--- src/rtl/pq_expiry_dispatcher.sv ---
// Pops expired entries from a time-ordered queue head and presents them as events; optional late counter under PQ_LATE_CNT_EN.
// Latency: pop_o to evt_valid_o is 2 cycles (IDLE -> SETTLE -> EMIT); back-to-back dispatch every 3 cycles.
// Backpressure: evt_ready_i low holds EMIT with stable event data and blocks further pops.
module pq_expiry_dispatcher #(
    parameter int TIME_WIDTH  = 24,
    parameter int ID_WIDTH    = 24,
    parameter int LATE_THRESH = 100
) (
    input  logic                  clk_i,
    input  logic                  rst_ni,
    input  logic                  en_i,
    output logic [TIME_WIDTH-1:0] time_o,
    input  logic                  head_valid_i,
    input  logic [TIME_WIDTH-1:0] head_data_i,
    input  logic [ID_WIDTH-1:0]   head_id_i,
    output logic                  pop_o,
    output logic                  evt_valid_o,
    input  logic                  evt_ready_i,
    output logic [ID_WIDTH-1:0]   evt_id_o,
    output logic [TIME_WIDTH-1:0] evt_time_o,
    output logic [15:0]           late_cnt_o
);

    typedef enum logic [1:0] {
        IDLE   = 2'd0,
        SETTLE = 2'd1,
        EMIT   = 2'd2
    } state_t;

    state_t                state_q;
    state_t                state_d;
    logic [TIME_WIDTH-1:0] time_q;
    logic [TIME_WIDTH-1:0] diff;
    logic                  expired;
    logic [ID_WIDTH-1:0]   evt_id_q;
    logic [TIME_WIDTH-1:0] evt_time_q;

    // Modular distance; MSB clear means the deadline is now or in the past, which keeps working across wrap.
    assign diff    = time_q - head_data_i;
    assign expired = ~diff[TIME_WIDTH-1];

    always_ff @(posedge clk_i) begin
        if (!rst_ni) begin
            state_q <= IDLE;
        end else begin
            state_q <= state_d;
        end
    end

    always_comb begin
        state_d = state_q;
        case (state_q)
            IDLE:    if (head_valid_i && expired) state_d = SETTLE;
            SETTLE:  state_d = EMIT;
            EMIT:    if (evt_ready_i) state_d = IDLE;
            default: state_d = IDLE;
        endcase
    end

    always_comb begin
        pop_o       = 1'b0;
        evt_valid_o = 1'b0;
        case (state_q)
            IDLE:    pop_o = head_valid_i & expired;
            EMIT:    evt_valid_o = 1'b1;
            default: ;
        endcase
    end

    always_ff @(posedge clk_i) begin
        if (!rst_ni) begin
            time_q <= '0;
        end else if (en_i) begin
            time_q <= time_q + 1'b1;
        end
    end

    always_ff @(posedge clk_i) begin
        if (!rst_ni) begin
            evt_id_q   <= '0;
            evt_time_q <= '0;
        end else if (pop_o) begin
            evt_id_q   <= head_id_i;
            evt_time_q <= head_data_i;
        end
    end

    assign time_o     = time_q;
    assign evt_id_o   = evt_id_q;
    assign evt_time_o = evt_time_q;

    if (LATE_THRESH < 0) begin : g_thresh_chk
        $error("LATE_THRESH must be non-negative");
    end

`ifdef PQ_LATE_CNT_EN
    localparam logic [TIME_WIDTH-1:0] LATE_T = TIME_WIDTH'(LATE_THRESH);

    logic [15:0] late_cnt_q;
    logic        late;

    assign late = expired && (diff > LATE_T);

    always_ff @(posedge clk_i) begin
        if (!rst_ni) begin
            late_cnt_q <= '0;
        end else if (pop_o && late && (late_cnt_q != 16'hFFFF)) begin
            late_cnt_q <= late_cnt_q + 16'd1;
        end
    end

    assign late_cnt_o = late_cnt_q;
`else
    assign late_cnt_o = 16'd0;
`endif

endmodule

--- config.mk ---
export PLATFORM = sky130hd
export DESIGN_NAME = pq_expiry_dispatcher
export DESIGN_NICKNAME = d
export VERILOG_FILES = /design/src/rtl/pq_expiry_dispatcher.sv
export SDC_FILE = /design/constraint.sdc
export NUM_CORES = 1
export LEC_CHECK = 0
export BUFFER_PORTS_ARGS = -buffer_cell sky130_fd_sc_hd__buf_2
export CORE_ASPECT_RATIO = 1.75
export CORE_MARGIN = 2
export CORE_UTILIZATION = 50
export CTS_CLUSTER_DIAMETER = 120
export DETAILED_ROUTE_END_ITERATION = 10
export GPL_ROUTABILITY_DRIVEN = 0
export PLACE_DENSITY = 0.81
export SLEW_MARGIN = 15
export SYNTH_ARGS = -nofsm -noshare
export SYNTH_HDL_FRONTEND = slang
export SYNTH_SLANG_ARGS = --single-unit
--- constraint.sdc ---
create_clock -name clk_i -period 7.2 [get_ports clk_i]
set_input_delay 1.08 -clock clk_i [delete_from_list [all_inputs] [get_ports clk_i]]
set_output_delay 1.08 -clock clk_i [all_outputs]
set_load 0.01 [all_outputs]
==> results of run 1 <==
## worst paths after layout
check                        end  slack [ns]            from  cells past startpoint
setup / recovery           pop_o        2.65  head_data_i[8]                     10
hold / removal    evt_time_o[22]        0.46  evt_time_o[22]                      2
setup reg to reg   evt_time_o[2]        3.63       time_o[9]                      9
hold reg to reg   evt_time_o[22]        0.46  evt_time_o[22]                      2
## layer usage
metal  vias up  part of all wire, %
met3        11                  5.4
li1       1615                    -
met5         -                    0
met4         0                  1.6
met2        92                   54
met1      1471                   39
## sequential cells by signal (all words and copies together) (netlist names)
register	cells
state_q	2
evt_time_o	24
time_o	24
evt_id_o	24
## power groups by stage
stage / Sequential [mW] / Clock [mW] / Combinational, mW
2_1_floorplan: 0.450 / 0 / 0.0631
3_3_place_gp: 0.442 / 0 / 0.0998
3_5_place_dp: 0.443 / 0 / 0.103
4_1_cts: 0.434 / 0.438 / 0.103
5_1_grt: 0.436 / 0.457 / 0.113
6_report: 0.434 / 0.431 / 0.102
## metrics by stage
stage                     util (%)  instances  setup slack, ns
final                         63.6        638             2.65
after global placement        59.6        622             2.70
after CTS                     63.6        638             2.64
after detailed placement      59.6        622             2.67
after global routing          63.6        638             2.54
after floorplan                  -        444             2.76
## Yosys cell counts, drive strengths merged, types with 2 or more instances
cell type,count,area share (%)
mux2i,50,13
dfxtp,74,40
inv,26,2.6
and2,15,2.6
nand3,5,0.67
nor2b,7,1.2
xor2,4,0.94
and3,2,0.34
a21oi,8,1.2
nand2,112,11
a21boi,6,1.2
ha,23,7.7
buf,21,4.7
xnor2,14,3.3
a21o,4,0.81
nand4,12,2.0
nor3,2,0.27
nor2,6,0.60
o21ai,8,1.1
clkbuf,14,1.4
or3,8,1.3
## kinds of logic after synthesis
group,Yosys count,share of synthesized area [%]
flops,74,39.7
fa+ha+maj,23,7.72
xor+xnor,18,4.23
other cells,1,0.101
mux,50,13.4
compound gates,29,4.97
simple gates,173,21.0
buf+inv,61,8.76
## cell usage in the layout (no fill, tap or decap), drive strengths merged, types with 10 or more instances in the layout
master / instances
buf: 127
clkbuf: 10
inv: 26
nand2: 112
dfxtp: 74
nand4: 12
mux2i: 50
xnor2: 14
conb: 16
ha: 23
and2: 15
## layout make-up
class	instances	area [µm²]
multi-input cells	309	1980
repair buffers	127	641
inverters	26	97.6
clock inverters	6	57.6
flip-flops and latches	74	1480
well taps	86	108
fillers	630	2640
clock buffers	10	229
## worst min-delay path, delay by kind of cell (launching register included)
kind             cells  cell delay, ns
flip-flops           1            0.31
multiplexers         1            0.05
AND/OR/NAND/NOR      1            0.05
==> metrics.md, run 1 <==
| Metric | Value |
|---|---|
| Antenna viol nets, final | `0` |
| Fmax achieved | `roughly 0.22 GHz` |
| P_int | `0.736 mW` |
| # IOs | `about 140` |
| Crit share post-route | `63.1%` |
| Slew Limit Fails | `0` |
| Post-CTS setup buffers | `0` |
| Number of global-route vias before repair | `about 3100` |
| Pleak | `~2.3 nW` |
| GRT Total Usage | `about a fifth` |
| Share of layout cells above drive strength 1 | `a little over a quarter` |
| Min-Delay Path Class | `reg -> reg` |
| GR met1 Demand/Resource | `between 20% and 30%` |
| Core Region | `0.00723 mm²` |
| CP required | `a little over 6 ns` |
| HPWL after detailed placement | `6280 µm` |
| Post-synth top flop | `dfxtp_1` |
| Mapped Cells | `between 400 and 500` |
| Setup Viol. Count Final | `0` |
| Clock buffer depth | `2` |
| P&R area growth vs syn | `23.3%` |
| DP Area | `between 0.004 and 0.005 mm²` |
| Fin nets | `around 620` |
| Die height | `between 100 and 150 µm` |
| Min Clock Period, post-route | `approximately 4.5 ns` |
| CP endpoint kind | `primary output` |
| Async set-reset flop share out of synthesis | `0%` |
| Total wire length | `~8400 µm` |
| Wire length per cell | `roughly 13 µm` |
| Setup TNS | `0 ns` |
| Buffers on Ports | `126` |
| Residual DRC | `0` |
| Number of synthesized register bits | `74` |
| Flop pwr share | `between 40% and 50%` |
| Starting density of the core | `around half` |
| Gr ovfl total | `0` |
| Finished Cell Area | `0.00460 mm²` |
| Switching part of the total | `a little under a quarter` |
| Fin. Hold Viols | `0` |
| Drt first pass iters | `4` |
| Met3 GRT Util | `5.12%` |
| Die ar. | `roughly 0.0082 mm²` |
| Post-CTS sizing | `0` |
| Psw | `0.232 mW` |
| Post-DR vias/cell | `5.00` |
| Synth Warn # | `0` |
| Mapped cell area | `0.00373 mm²` |
| Critical path type | `in -> out` |
| Combinational share of power | `a little over a tenth` |
| Slew @ Worst Pin | `around 1.0 ns` |
| GRT met2 Usage | `39.0%` |
| CP startpoint kind | `input port` |
| Post-CTS Hold Fix Bufs | `0` |
| Initial DRC Count | `138` |
| CTS tree | `done` |
| Slew margin rel. | `about 30%` |
| Worst VDD drop | `185 µV` |
| TritonCTS Buffers | `9` |
| RSZ-0062 raised after global routing | `false` |
| Clock share of power | `between 40 and 50%` |
| DIE WIDTH | `around 70 µm` |
| Largest net degree at the start of global routing | `123` |
| Antenna cells | `0` |
| GRT busiest layer | `met2` |
| WP data arrival | `around 3.5 ns` |
| Global-route wire length before repair | `14000 µm` |
| Status | `finished clean` |
| Synth unique cells | `32` |
| Via count | `between 3000 and 4000` |
| CTS H-tree lvls | `3` |
| Root buf cell | `clkbuf_16` |
| Hold WS | `around 0.46 ns` |
| Total of max-cap violations | `0` |
| CP cell instances | `buf_2 > inv_1 > ha_1 > a21o_1 > a221o_1 > a222oi_1 > or3b_1 > or3_1 > a21oi_4 > buf_2` |
| Clock Sinks | `74` |
| Share of the yosys chip area belonging to registers | `39.7%` |
| Pwr Density | `between 200 and 250 mW/mm²` |
| Initial antenna violation count | `0` |
| Post-synth EDFFs | `0` |
| Worst Skew | `0.00704 ns` |
| Later-pin clock latency in the skew report | `approximately 0.33 ns` |
| Critical path's most frequent cell | `buf_2` |
| CP max-delay cell | `or3b_1` |
| CP top delay family | `compound AO/OA/AOI/OAI gates` |
| Clk slew on worst S/H paths | `0.06 ns` |
| Row cnt | `slightly above 40` |
| Buf/Inv on CP | `3` |
| Worst Path Max Fanout | `2` |
| Design Power | `~0.97 mW` |
| Critical path's largest stage delay | `around 0.42 ns` |
| Syn_area_per_cell | `approximately 8.7 µm²` |
(Power assumes the default switching activity.)
==> run 2, diff against run 1 <==
CORE_UTILIZATION = 44   (was 50)
PLACE_DENSITY = 0.76   (was 0.81)
clock period = 3.8 ns   (was 7.2 ns; I/O delays follow)
==> run 2 against run 1 <==
Against the previous run:
- total power is 84% higher
- non-clock buffer count did not move
- routed wire length increased by 0.15%
- largest cell class unchanged
- flip-flop and latch count is the same
==> metrics.md, run 2 (synthesized netlist as in run 1, its figures left out) <==
| Metric | Value |
|---|---|
| Status | `finished clean` |
| Buffers on Ports | `between 100 and 150` |
| CTS H-tree lvls | `3` |
| R2R Path Start | `time_o[9]` |
| Area of the multi-input gates | `between 0.0015 and 0.002 mm²` |
| Storage cell area | `0.00148 mm²` |
| CTS tree | `done` |
| Core Region | `0.00826 mm²` |
| Post-CTS Hold Fix Bufs | `0` |
| Pwr Density | `between 300 and 400 mW/mm²` |
| Min-Delay Path Class | `reg -> reg` |
| Drt first pass iters | `4` |
| WP data arrival | `roughly 3.0 ns` |
| Setup Viol. Count Final | `0` |
| Switching part of the total | `between 20% and 30%` |
| Final Core Density | `55.7%` |
| Fin nets | `slightly above 600` |
| Initial antenna violation count | `0` |
| CP cell instances | `ha_1 > and2_4 > a221o_1 > a222oi_1 > or3b_1 > or3_1 > a21oi_4 > buf_2` |
| HPWL after detailed placement | `6340 µm` |
| Number of global-route vias before repair | `3014` |
| Residual DRC | `0` |
| Fmax achieved | `0.281 GHz` |
| Antenna cells | `0` |
| Largest net degree at the start of global routing | `between 100 and 150` |
| Setup ws final | `between 0.2 and 0.25 ns` |
| Most frequent cells in the layout | `buf_2, nand2_1, dfxtp_1` |
| Post-CTS sizing | `0` |
| DP Area | `about 0.0043 mm²` |
| Fill count | `764` |
| Total of max-cap violations | `0` |
| Worst R2R Path Depth | `9` |
| CP max-delay cell | `dfxtp_1` |
| Antenna viol nets, final | `0` |
| RSZ-0062 raised after global routing | `false` |
| Critical path type | `reg -> out` |
| Min Clock Period, post-route | `3.56 ns` |
| Row cnt | `between 40 and 50` |
| FF-to-FF setup slack | `0.62 ns` |
| CP startpoint kind | `flop` |
| P&R area growth vs syn | `23.3%` |
| Flop pwr share | `between 40% and 50%` |
| CP required | `between 3 and 4 ns` |
| Slew @ Worst Pin | `roughly 1.1 ns` |
| Clk slew on worst S/H paths | `0.05 ns` |
| # IOs | `143` |
| Psw | `about 0.44 mW` |
| Later-pin clock latency in the skew report | `approximately 0.33 ns` |
| Leading cell type in the layout, fill and taps excluded | `buf_2` |
| Clock buffer depth | `2` |
| TritonCTS Buffers | `9` |
| Slew margin rel. | `29.9%` |
| Via count | `3228` |
| Pre-CTS setup slack | `around 0.25 ns` |
| Critical Path End | `pop_o` |
| Setup TNS | `0 ns` |
| P_int | `around 1.3 mW` |
| GRT Total Usage | `~18%` |
| Finished Cell Area | `0.00460 mm²` |
| Worst Path Max Fanout | `6` |
| Pleak | `between 2 and 2.5 nW` |
| Share of layout cells above drive strength 1 | `roughly a quarter` |
| Critical Path Start | `time_o[9]` |
| Initial DRC Count | `99` |
| Slew Limit Fails | `0` |
| Die ar. | `just over 0.009 mm²` |
| DIE WIDTH | `roughly 74 µm` |
| Critical path's largest stage delay | `0.44 ns` |
| Clock share of power | `between 40 and 50%` |
| Total wire length | `8420 µm` |
| Starting density of the core | `between 40% and 50%` |
| Combinational share of power | `between 10 and 15%` |
| Crit share post-route | `between 90 and 100%` |
| Design Power | `roughly 1.8 mW` |
| Reg2Reg Capture Point | `evt_time_o[16]` |
| Post-DR vias/cell | `5.01` |
| Worst Skew | `approximately 0.0057 ns` |
| Clock Sinks | `74` |
| Gr ovfl total | `0` |
| CP endpoint kind | `primary output` |
| Root buf cell | `clkbuf_16` |
| Die height | `126 µm` |
| Post-CTS setup buffers | `0` |
| Wire length per cell | `13.1 µm` |
| Fin. Hold Viols | `0` |
| Global-route wire length before repair | `approximately 13000 µm` |
| Worst VDD drop | `279 µV` |
run 2: power by group through the flow:
stage / Combinational, mW / Sequential (mW) / Clock [mW]
6_report: 0.194 / 0.823 / 0.767
5_1_grt: 0.216 / 0.826 / 0.824
4_1_cts: 0.198 / 0.823 / 0.791
3_5_place_dp: 0.198 / 0.840 / 0
3_3_place_gp: 0.191 / 0.838 / 0
2_1_floorplan: 0.120 / 0.853 / 0
run 2: stage by stage:
stage	hold WS, ns	cells
CTS	0.456	644
global placement	0.441	628
detailed placement	0.447	628
global route	0.466	644
finish	0.452	644
floorplan	0.479	444
run 2: layout make-up:
class / count / area share (%)
Inverter: 26 / 2.12
Clock buffer: 13 / 5.45
Sequential cell: 74 / 32.2
Multi-Input combinational cell: 309 / 43.2
Tap cell: 92 / 2.50
Clock inverter: 3 / 0.327
Timing Repair Buffer: 127 / 14.2
run 2: how the worst min path moves through the flow:
stage,from,end,cells after the start
after detailed placement,evt_id_o[4],evt_id_o[4],2
after CTS,evt_time_o[3],evt_time_o[3],2
after global routing,evt_id_o[15],evt_id_o[15],2
after floorplan,evt_id_o[0],evt_id_o[0],2
final,evt_time_o[3],evt_time_o[3],2
after global placement,evt_id_o[13],evt_id_o[13],2
run 2: routing by layer:
| layer | GRT usage [%] | share of wire, % | up-vias |
|---|---|---|---|
| met4 | 8.98 | 2.9 | 0 |
| met5 | 0 | 0 | - |
| li1 | - | - | 1616 |
| met3 | 5.20 | 5.6 | 18 |
| met2 | 32.2 | 53 | 101 |
| met1 | 19.2 | 38 | 1493 |
run 2: critical path, delay by kind of cell (launching register included):
family	cells	cell delay, ns
fa+ha+maj	1	0.27
buf+inv	1	0.16
simple gates	3	0.96
flops	1	0.44
compound gates	3	0.83
